## src/rtl/conv_pkg.sv

```systemverilog
// rtl/conv_pkg.sv - shared types and constants for the 3x3 line buffer sequencer
package conv_pkg;

    localparam int DW    = 16;
    localparam int TAG_W = 8;

    typedef enum logic [1:0] {
        ST_IDLE   = 2'd0,
        ST_STREAM = 2'd1,
        ST_DRAIN  = 2'd2,
        ST_DONE   = 2'd3
    } state_e;

    // Position tag riding alongside the pixel until its window is complete.
    typedef struct packed {
        logic             valid;
        logic [TAG_W-1:0] row;
        logic [TAG_W-1:0] col;
    } win_tag_t;

endpackage

```

## src/rtl/raster_pos_cnt.sv

```systemverilog
// rtl/raster_pos_cnt.sv - raster row/col counter with stride phase tracking
module raster_pos_cnt #(
    parameter int IMG_W  = 4,
    parameter int IMG_H  = 4,
    parameter int STRIDE = 1,
    localparam int CW = $clog2(IMG_W),
    localparam int RW = $clog2(IMG_H)
) (
    input  logic          clk,
    input  logic          rst_n,
    input  logic          clr,
    input  logic          adv,
    output logic          last,
    output logic          hit,
    output logic [RW-1:0] out_row,
    output logic [CW-1:0] out_col
);

    localparam logic [CW-1:0] COL_LAST = CW'(IMG_W - 1);
    localparam logic [CW-1:0] COL_TWO  = CW'(2);
    localparam logic [RW-1:0] ROW_LAST = RW'(IMG_H - 1);
    localparam logic [RW-1:0] ROW_TWO  = RW'(2);
    localparam logic          PH_LAST  = (STRIDE == 2);

    logic [RW-1:0] row;
    logic [CW-1:0] col;
    logic          row_ph;
    logic          col_ph;
    logic          col_wrap;
    logic          row_wrap;

    assign col_wrap = (col == COL_LAST);
    assign row_wrap = (row == ROW_LAST);
    assign last     = col_wrap && row_wrap;
    // Phases sit at zero exactly on rows/cols that start an output window.
    assign hit      = (row >= ROW_TWO) && (col >= COL_TWO) && !row_ph && !col_ph;

    always_ff @(posedge clk or negedge rst_n) begin
        if (!rst_n) begin
            row     <= '0;
            col     <= '0;
            row_ph  <= 1'b0;
            col_ph  <= 1'b0;
            out_row <= '0;
            out_col <= '0;
        end else if (clr) begin
            row     <= '0;
            col     <= '0;
            row_ph  <= 1'b0;
            col_ph  <= 1'b0;
            out_row <= '0;
            out_col <= '0;
        end else if (adv) begin
            if (col_wrap) begin
                col     <= '0;
                col_ph  <= 1'b0;
                out_col <= '0;
                if (row_wrap) begin
                    row     <= '0;
                    row_ph  <= 1'b0;
                    out_row <= '0;
                end else begin
                    row <= row + RW'(1);
                    if (row >= ROW_TWO) begin
                        row_ph <= (row_ph == PH_LAST) ? 1'b0 : ~row_ph;
                        if (row_ph == PH_LAST) begin
                            out_row <= out_row + RW'(1);
                        end
                    end
                end
            end else begin
                col <= col + CW'(1);
                if (col >= COL_TWO) begin
                    col_ph <= (col_ph == PH_LAST) ? 1'b0 : ~col_ph;
                    if (col_ph == PH_LAST) begin
                        out_col <= out_col + CW'(1);
                    end
                end
            end
        end
    end

endmodule

```

## src/rtl/linebuffer_3x3_ctrl.sv

```systemverilog
// rtl/linebuffer_3x3_ctrl.sv - frame sequencer driving a free-running 3x3 line buffer
module linebuffer_3x3_ctrl #(
    parameter int IMG_W  = 4,
    parameter int IMG_H  = 4,
    parameter int STRIDE = 1,
    parameter int DW     = conv_pkg::DW,
    parameter int LB_LEN = IMG_W,
    localparam int CW = $clog2(IMG_W),
    localparam int RW = $clog2(IMG_H)
) (
    input  logic          clk,
    input  logic          rst_n,
    input  logic          start,
    input  logic [DW-1:0] in_data,
    input  logic          in_valid,
    output logic          in_ready,
    output logic [DW-1:0] lb_din,
    output logic          win_valid,
    output logic [RW-1:0] win_row,
    output logic [CW-1:0] win_col,
    output logic          busy,
    output logic          frame_done,
    output logic          err_underrun
);

    import conv_pkg::*;

    if (LB_LEN != IMG_W) begin : g_len_chk
        $error("IMG_W must equal the line buffer length");
    end
    if (STRIDE != 1 && STRIDE != 2) begin : g_stride_chk
        $error("STRIDE must be 1 or 2");
    end
    if (IMG_H < 3) begin : g_height_chk
        $error("IMG_H must be at least 3");
    end

    localparam logic [1:0] S_IDLE   = ST_IDLE;
    localparam logic [1:0] S_STREAM = ST_STREAM;
    localparam logic [1:0] S_DRAIN  = ST_DRAIN;
    localparam logic [1:0] S_DONE   = ST_DONE;

    logic [1:0]    state;
    logic          drain_cnt;
    logic          accept;
    logic          underrun;
    logic          last;
    logic          hit;
    logic [RW-1:0] out_row;
    logic [CW-1:0] out_col;
    logic [DW-1:0] lb_q;
    logic          err_q;
    win_tag_t      tag_next;
    win_tag_t      tag1;
    win_tag_t      tag2;
    logic          unused_tag_bits;

    assign in_ready = (state == S_STREAM);
    assign accept   = in_valid && in_ready;
    // The line buffer cannot stall, so a missing pixel mid-frame is fatal.
    assign underrun = in_ready && !in_valid;

    raster_pos_cnt #(
        .IMG_W  (IMG_W),
        .IMG_H  (IMG_H),
        .STRIDE (STRIDE)
    ) u_pos (
        .clk     (clk),
        .rst_n   (rst_n),
        .clr     (underrun),
        .adv     (accept),
        .last    (last),
        .hit     (hit),
        .out_row (out_row),
        .out_col (out_col)
    );

    always_ff @(posedge clk or negedge rst_n) begin
        if (!rst_n) begin
            state     <= S_IDLE;
            drain_cnt <= 1'b0;
        end else begin
            case (state)
                S_IDLE: begin
                    if (start) state <= S_STREAM;
                end
                S_STREAM: begin
                    if (underrun) begin
                        state <= S_IDLE;
                    end else if (last) begin
                        state     <= S_DRAIN;
                        drain_cnt <= 1'b0;
                    end
                end
                S_DRAIN: begin
                    if (drain_cnt) begin
                        state     <= S_DONE;
                        drain_cnt <= 1'b0;
                    end else begin
                        drain_cnt <= 1'b1;
                    end
                end
                S_DONE:  state <= S_IDLE;
                default: state <= S_IDLE;
            endcase
        end
    end

    always_comb begin
        tag_next = '0;
        if (accept && hit) begin
            tag_next.valid = 1'b1;
            tag_next.row   = TAG_W'(out_row);
            tag_next.col   = TAG_W'(out_col);
        end
    end

    // Two tag stages: one for the lb_din register, one for the line buffer shift.
    always_ff @(posedge clk or negedge rst_n) begin
        if (!rst_n) begin
            lb_q  <= '0;
            err_q <= 1'b0;
            tag1  <= '0;
            tag2  <= '0;
        end else begin
            lb_q  <= accept ? in_data : '0;
            err_q <= underrun;
            tag1  <= underrun ? '0 : tag_next;
            tag2  <= underrun ? '0 : tag1;
        end
    end

    assign lb_din       = lb_q;
    assign win_valid    = tag2.valid;
    assign win_row      = tag2.row[RW-1:0];
    assign win_col      = tag2.col[CW-1:0];
    assign busy         = (state != S_IDLE);
    assign frame_done   = (state == S_DONE);
    assign err_underrun = err_q;

    assign unused_tag_bits = ^{tag2.row[TAG_W-1:RW], tag2.col[TAG_W-1:CW]};

endmodule

```

## config.mk

```make
export PLATFORM = sky130hd
export DESIGN_NAME = linebuffer_3x3_ctrl
export DESIGN_NICKNAME = d
export VERILOG_FILES = /design/src/rtl/conv_pkg.sv /design/src/rtl/raster_pos_cnt.sv /design/src/rtl/linebuffer_3x3_ctrl.sv
export SDC_FILE = /design/constraint.sdc
export NUM_CORES = 1
export LEC_CHECK = 0
export CAP_MARGIN = 20
export CORE_MARGIN = 2
export CORE_UTILIZATION = 42
export DETAILED_ROUTE_END_ITERATION = 16
export PLACE_DENSITY = 0.75
export SETUP_SLACK_MARGIN = 0.02
export SYNTH_ARGS = -nofsm -noshare
export SYNTH_HDL_FRONTEND = slang
export SYNTH_SLANG_ARGS = --single-unit
```

## constraint.sdc

```tcl
create_clock -name clk -period 1.62 [get_ports clk]
set_clock_uncertainty 0.15 [all_clocks]
set_input_delay 0.324 -clock clk [delete_from_list [all_inputs] [get_ports clk]]
set_output_delay 0.324 -clock clk [all_outputs]
set_load 0.1 [all_outputs]
```

# --- Word level (Yosys, flattened, before mapping) ---
# Cells that the tools add are included.
word_totals:
  register_bits: 52
  elab_cells: 102
classes:
  addsub: 4
  order_cmp: 2
  n_eq_ne: 12
  n_mux: 42
  n_bitwise: 2
  n_reduce_logical: 24
ops:
  columns: ["cell", "count"]
  rows:
  - ["$mux 17", 3]
  - ["$mux 2", 22]
  - ["$mux 16", 1]
  - ["$mux 1", 14]
  - ["$reduce_and 3->1", 4]
  - ["$add 2x1->2 const B", 4]
  - ["$eq 2x2->1 const B", 4]
  - ["$pmux 2 s4", 1]
  - ["$reduce_bool 2->1", 4]
  - ["$logic_and 1x1->1", 7]
  - ["$ne 2x2->1 const B", 3]
  - ["$ne 3x3->1 const B", 2]
  - ["$reduce_bool 3->1", 2]
  - ["$ge 2x2->1 const B", 2]
  - ["$reduce_and 2->1", 2]
  - ["$reduce_and 4->1", 1]
  - ["$logic_not 1->1", 3]
  - ["$ne 3x1->1 const B", 1]
  - ["$eq 2x1->1 const B", 1]
  - ["$logic_not 2->1", 1]
  - ["$ne 2x1->1 const B", 1]
  - ["$not 1->1", 2]
  - ["$pmux 1 s2", 1]

# --- Longest topological paths before layout ---
# Gate-level depths: netlist of the first run.
logic_depth:
  word_depth: 7
  depth_mapped: 8

# --- Cells and area by module ---
# From an unflattened synthesis of the first run, not the netlist that was laid out.
unflattened:
  cells_unflattened: 133
  area_unflattened_um2: 1595.3
by_module_without_submodules:
  columns: ["mod", "n_inst", "cells_each", "area_per_inst_um2", "seq_area_each_um2"]
  rows:
  - ["linebuffer_3x3_ctrl", 1, 83, 1116.1, 750.7]
  - ["raster_pos_cnt", 1, 50, 479.2, 200.2]

# --- Least setup slack after synthesis of the first run ---
# OpenSTA, ideal clock, no wires.
synth_path:
  path_kind: "flip-flop to flip-flop"
  from: "reg (tool-made name)"
  to: "reg u_pos.out_row[1]"
  setup_ns: 0.095
  arrival_time_ns: 2.350
  setup_slack_ns: -0.975
  stages_incl_launch_ff: 8
  synth_period_minus_slack_ns: 2.595
  cell_sequence: "dfrtp_1 inv_1 ha_1 buf_4 nor2b_4 o21ai_2 or3_1 o31ai_1"
synth_lines:
  columns: ["item", "line_no", "rtl"]
  rows:
  - ["end signal: assignment", "raster_pos_cnt.sv:67", "out_row <= out_row + RW'(1);"]
  - ["end: declaration", "raster_pos_cnt.sv:15", "output logic [RW-1:0] out_row,"]

==> reports/qor.yml, run 1 <==
routing:
  drtAntennaViolNets: 0
  drcViolationCount: 0
  met2_wirelength_mm: 2.26
  finalWirelength_mm: 4.11
  post_drt_via_cell_ratio: 5.08
  routed-via-count: 1255
  detail_route.wl_per_cell_um: 16.6
  routed_met3_length_um: 241
  wirelength_met1_mm: 1.53
  dr.pass1.iters: 4
  initialDrtViolationCount: 36
  maxUsedRoutingLayer: "met4"
sta:
  slew_headroom: 0.710
  maximum_operating_frequency_mhz: 550
  rsz0062_at_grt: "yes"
  hold_violations: 0
  timing.final.crit_period_ns: 1.82
  hold_ws_ns: 0.308
  finalSetupViolCount: 7
  period_share: 1.12
  postLayoutSetupSlackWorst_ns: -0.198
  number_of_max_slew_violations_in_the_final_report: 0
  worstMarginPinSlew_ns: 0.435
die:
  initial_utilization: 0.431
  placement_rows: 22
  num_io_pins: 45
  coreArea_sq_mm: 0.00361
  die_y_um: 64.8
  dieArea_sq_mm: 0.00420
  fp.dieW_um: 64.8
synthesis:
  synth_flop_cell: "sky130_fd_sc_hd__dfrtp_1"
  synthesis.instances: 132
  synth_enable_flop_cells: 0
  post_syn_nets: 161
  syn_area_per_cell_sq_um: 11.8
  yosys_register_bits: 38
  yosysWarningCount: 0
  synth_cell_types: 29
  synth_seq_area_share: 0.612
  synth-async-reset-ratio: 1.00
  syn-cell-area_sq_mm: 0.00155
grt:
  antenna_found_initial: 0
  gr-total-overflow: 0
  number_of_global_route_vias_before_repair: 1287
  grt_first_pass_wirelength_mm: 5.93
  track_usage: 0.192
  grt_start_max_net_pins: 23
place:
  placed_cells: 231
  port_buffers: 44
  globalplace.congestion: 0.736
  place.detailed.hpwl_mm: 2.63
final_layout:
  layout.cells.most_common: "sky130_fd_sc_hd__dfrtp_1"
  fin_util: 0.749
  fillerInstances: 210
  areaGrowthSynthToFinish_pct: 73.9
  fraction_of_layout_instances_using_a_drive_strength_above_1: 0.407
  final-instance-count-excl-fill: 247
  n_antenna_cell: 0
  final_net_count: 227
  layout_common_cells: "sky130_fd_sc_hd__dfrtp_1, sky130_fd_sc_hd__buf_12, sky130_fd_sc_hd__clkdlybuf4s50_1"
clock_tree:
  cts-root-buf: "sky130_fd_sc_hd__clkbuf_8"
  clock_tree.buffer_depth: 2
  cts_buffers: 5
  clkSinkCount: 38
  htreeDepth: 2
  tritoncts_clock_tree: "yes"
  clk_latency_ns: 0.30
  clkTransAtPathRegs_ns: 0.08
outcome:
  violations: "negative setup slack"
  run_status: "complete, but fails checks"
pwr:
  power.leakage_nw: 1.29
  post-layout-total-power_w: 0.00494
  vdd_ir_drop_max_v: 0.00126
  areal_power_density_over_the_cells_mw_per_mm2: 1830
setup_path:
  cpLargestDelayFamily: "flip-flops"
  slowest_delay_ns: 0.40
  cp.required_ns: 1.69
  timing.critical_path.cells: "inv_2 > ha_1 > buf_4 > nor4bb_1 > a22oi_1 > o22ai_1"
  worstPathBufferInverterCount: 2
  crit_path_end_kind: "flop"
  worst_setup_path_start_kind: "flop"
  critPathMaxFanout: 7
  timing_worst_setup_path_type: "reg2reg"
  critical-path-slowest-cell: "sky130_fd_sc_hd__dfrtp_1"
  cp.arrival_ns: 1.89
hold_path:
  min_path_type: "reg2reg"
job:
  max_cap_viol_count: 0
## registers in the layout (all words and copies together), names as in the netlist, 2 cells and up, named ones only
signal         flops
u_pos.out_row      2
win_col            2
u_pos.col          2
lb_din            16
u_pos.out_col      2
win_row            2
tag1               5
u_pos.row          2
## metrics by stage
step / worst slack [ns] / instance area [sq um] / TNS [ns]
2_1_floorplan: -0.384 / 1580 / -1.81
3_3_place_gp: -0.169 / 2400 / -0.668
3_5_place_dp: -0.243 / 2400 / -1.20
4_1_cts: -0.147 / 2560 / -0.526
5_1_grt: -0.253 / 2700 / -1.20
6_report: -0.198 / 2700 / -0.807
## where the power goes
| group | internal [W] | total (W) | switching, W |
|---|---|---|---|
| registers | 0.00116 | 0.00139 | 0.000224 |
| logic | 0.00123 | 0.00288 | 0.00164 |
| clock network | 0.000342 | 0.000680 | 0.000338 |
| total | 0.00274 | 0.00494 | 0.00221 |
## logic make-up (layout without fill, tap and decap cells)
family,count (synthesis),after routing,synth area share
and+or+nand+nor,46,46,0.171
DFF,38,38,0.612
AOI/OAI and AO/OA,20,20,0.0765
buffers and inverters,15,82,0.0411
adders and majority gates,9,9,0.0725
muxes,4,4,0.0274
## cells in the mapped netlist (2+ instances only)
cell type | n | area, sq um
sky130_fd_sc_hd__and3_1 | 16 | 100
sky130_fd_sc_hd__nand2_1 | 6 | 22.5
sky130_fd_sc_hd__o21ai_0 | 9 | 45.0
sky130_fd_sc_hd__buf_2 | 3 | 15.0
sky130_fd_sc_hd__o31ai_1 | 2 | 15.0
sky130_fd_sc_hd__inv_1 | 9 | 33.8
sky130_fd_sc_hd__clkbuf_1 | 2 | 7.51
sky130_fd_sc_hd__mux2i_1 | 2 | 20.0
sky130_fd_sc_hd__ha_1 | 9 | 113
sky130_fd_sc_hd__and2_1 | 2 | 12.5
sky130_fd_sc_hd__nor2b_1 | 6 | 37.5
sky130_fd_sc_hd__nor2_1 | 5 | 18.8
sky130_fd_sc_hd__mux2_2 | 2 | 22.5
sky130_fd_sc_hd__nor3_1 | 5 | 25.0
sky130_fd_sc_hd__a31oi_1 | 2 | 12.5
sky130_fd_sc_hd__a21oi_1 | 2 | 10.0
sky130_fd_sc_hd__dfrtp_1 | 38 | 951
## layer usage
layer  vias to the layer above  GRT usage
li1                        584          -
met1                       614      0.215
met2                        46      0.343
met3                        11     0.0590
met4                         0     0.0718
met5                         -          0
## final timing paths
kind	startpoint	end	slack (ns)	depth (start not counted)
max reg2reg	flop	u_pos.out_row[0]	-0.20	6
min	tag1[9]	win_row[1]	0.31	1
min in group asynchronous	rst_n	lb_din[7]	0.34	2
max in group asynchronous	rst_n	state[0]	0.51	3
max	flop	u_pos.out_row[0]	-0.20	6
min reg2reg	tag1[9]	win_row[1]	0.31	1
## area by class of cell
class / instances / area [sq um] / area share
multi-input combinational: 79 / 666 / 0.246
sequential: 38 / 952 / 0.352
clock inverter: 2 / 12.5 / 0.00463
tap: 48 / 60.1 / 0.0222
clock buffer: 6 / 82.6 / 0.0306
inverter: 9 / 40.0 / 0.0148
timing repair buffer: 65 / 890 / 0.329
## timing repair
action                                  in CTS  in global routing
pin swaps                                    1                  8
gates resized for setup                     11                 30
buffers inserted                             2                  5
cloned                                       0                  0
hold endpoints to repair                    16                  0
hold buffers                                 1                  0
endpoints found under the setup margin       7                 18
Power figures use the tool's default switching activity.
==> run 2, diff against run 1 <==
- CTS_CLUSTER_SIZE: not set -> 20
- TNS_END_PERCENT: not set -> 5
==> run 2 against run 1 <==
Net effect: the flow still finishes with violations (negative setup slack); register-to-register slack gained 0.06 ns; cell count is the same; via count fell by 2.2%; sequential share of layout area increased by 0.56 points; die area unchanged; design area shrank 1.6%; critical path depth fell by 1; largest cell class unchanged.
==> reports/qor.yml, run 2 (synthesized netlist as in run 1, its figures left out) <==
outcome:
  run_status: "complete, but fails checks"
  violations: "negative setup slack"
final_layout:
  flip_flop_count_of_the_largest_register_all_copies_and_words_added: 16  # unchanged
  n_antenna_cell: 0  # unchanged
  design_area_sq_mm: 0.00266  # -1.6%
  layout.cells.most_common: "sky130_fd_sc_hd__dfrtp_1"
  multiInputGateArea_sq_um: 609  # -8.5%
  fraction_of_layout_instances_using_a_drive_strength_above_1: 0.377  # -0.0302
  final_net_count: 227  # unchanged
  regArea_sq_um: 952  # unchanged
  areaGrowthSynthToFinish_pct: 71.2
  layout_common_cells: "sky130_fd_sc_hd__dfrtp_1, sky130_fd_sc_hd__buf_12, sky130_fd_sc_hd__clkdlybuf4s50_1, sky130_fd_sc_hd__buf_4, sky130_fd_sc_hd__and3_1"
  fillerInstances: 206  # -1.9%
place:
  place.detailed.hpwl_mm: 2.51  # -4.4%
  placedInstanceArea_sq_mm: 0.00237  # -1.3%
  globalplace.congestion: 0.807  # +9.5%
  preCtsSetupSlack_ns: -0.284  # -0.0410 ns
  port_buffers: 44  # unchanged
sta:
  number_of_max_slew_violations_in_the_final_report: 0  # unchanged
  slew_headroom: 0.697  # -0.0134
  final.setup.tns_ns: -0.493  # +0.314 ns
  period_share: 1.09  # -0.0347
  hold_ws_ns: 0.316  # +0.00765 ns
  worstMarginPinSlew_ns: 0.455  # +0.0200 ns
  maximum_operating_frequency_mhz: 568  # +3.2%
  postLayoutSetupSlackWorst_ns: -0.141  # +0.0562 ns
  hold_violations: 0  # unchanged
  rsz0062_at_grt: "yes"
  finalSetupViolCount: 7  # unchanged
  timing.final.crit_period_ns: 1.76  # -0.0562 ns
routing:
  maxUsedRoutingLayer: "met4"
  initialDrtViolationCount: 55  # +53%
  routed_met3_length_um: 258  # +7.1%
  wirelength_met1_mm: 1.58  # +3.5%
  post_drt_via_cell_ratio: 4.97  # -2.2%
  finalWirelength_mm: 4.00  # -2.7%
  drtAntennaViolNets: 0  # unchanged
  dr.pass1.iters: 4  # unchanged
  met2_wirelength_mm: 2.06  # -8.9%
  detail_route.wl_per_cell_um: 16.2  # -2.7%
  routed-via-count: 1227  # -2.2%
  drcViolationCount: 0  # unchanged
grt:
  number_of_global_route_vias_before_repair: 1292  # +0.39%
  track_usage: 0.204  # +0.0121
  grt_first_pass_wirelength_mm: 6.31  # +6.4%
  antenna_found_initial: 0  # unchanged
  gr-total-overflow: 0  # unchanged
  grt_start_max_net_pins: 39  # +70%
setup_path:
  critPathMaxFanout: 4  # -3
  crit_path_end_kind: "flop"
  worst_setup_path_start_kind: "flop"
  cp.required_ns: 1.68  # about the same
  cp.arrival_ns: 1.82  # -0.07 ns
  timing_worst_setup_path_type: "reg2reg"
pwr:
  power.leakage_nw: 1.28  # -0.26%
  areal_power_density_over_the_cells_mw_per_mm2: 1900  # +4.1%
  vdd_ir_drop_max_v: 0.00101  # -20%
hold_path:
  min_path_type: "reg2reg"
job:
  max_cap_viol_count: 0  # unchanged
die:
  dieArea_sq_mm: 0.00420  # unchanged
  num_io_pins: 45  # unchanged
  initial_utilization: 0.431  # unchanged
  placement_rows: 22  # unchanged
  die_y_um: 64.8  # unchanged
  coreArea_sq_mm: 0.00361  # unchanged
  fp.dieW_um: 64.8  # unchanged
clock_tree:
  clk_latency_ns: 0.30  # about the same
  tritoncts_clock_tree: "yes"
  cts-root-buf: "sky130_fd_sc_hd__clkbuf_8"
  clock_tree.buffer_depth: 2  # unchanged
  htreeDepth: 2  # unchanged
  clkSinkCount: 38  # unchanged
  cts_buffers: 5  # unchanged
  clkTransAtPathRegs_ns: 0.08  # about the same
[run 2: area by class of cell]
type                       instances  share of cell area
multi-input combinational         79               0.229
sequential                        38               0.358
inverter                           9              0.0127
clock buffer                       6              0.0310
tap                               48              0.0226
clock inverter                     2              0.0226
timing repair buffer              65               0.324
[run 2: through the flow]
step	util	instances	power, W
2_1_floorplan	-	132	0.00283
3_3_place_gp	0.658	230	0.00361
3_5_place_dp	0.658	230	0.00371
4_1_cts	0.723	242	0.00490
5_1_grt	0.738	247	0.00528
6_report	0.738	247	0.00507
[run 2: per-layer routing]
| metal | vias up | global-route usage |
|---|---|---|
| li1 | 578 | - |
| met4 | 0 | 0.0851 |
| met3 | 10 | 0.0608 |
| met5 | - | 0 |
| met1 | 582 | 0.240 |
| met2 | 57 | 0.348 |
[run 2: path summary, 6_finish.rpt]
check                           slack [ns]  startpoint                to  depth (start not counted)
max in group asynchronous             0.54       rst_n          state[0]                          3
worst min-delay path                  0.32     tag1[1]        win_col[1]                          1
worst min register to register        0.32     tag1[1]        win_col[1]                          1
min in group asynchronous             0.45       rst_n        win_col[1]                          3
worst max-delay path                 -0.14    state[0]  u_pos.out_row[1]                          5
worst max register to register       -0.14    state[0]  u_pos.out_row[1]                          5
[run 2: critical path, cell delays in order (launching register included)]
cell and delay (ns):
sky130_fd_sc_hd__dfrtp_2 0.45, sky130_fd_sc_hd__ha_4 0.19, sky130_fd_sc_hd__nor2b_4 0.13, sky130_fd_sc_hd__buf_4 0.14, sky130_fd_sc_hd__or3_4 0.38, sky130_fd_sc_hd__o31ai_2 0.23
[run 2: report_power, final]
part | internal, W | leakage [nW] | switching [W]
Combinational | 0.00114 | 0.707 | 0.00158
Sequential | 0.00116 | 0.505 | 0.000187
Clock | 0.000657 | 0.0714 | 0.000342
Total | 0.00296 | 1.28 | 0.00211
[run 2: what timing repair did]
action | in CTS | in global routing
hold buffers | 1 | 0
pin swaps | 2 | 3
resized for setup | 19 | 7
endpoints found under the hold margin | 38 | 0
endpoints found under the setup margin | 13 | 17
setup buffers | 3 | 5
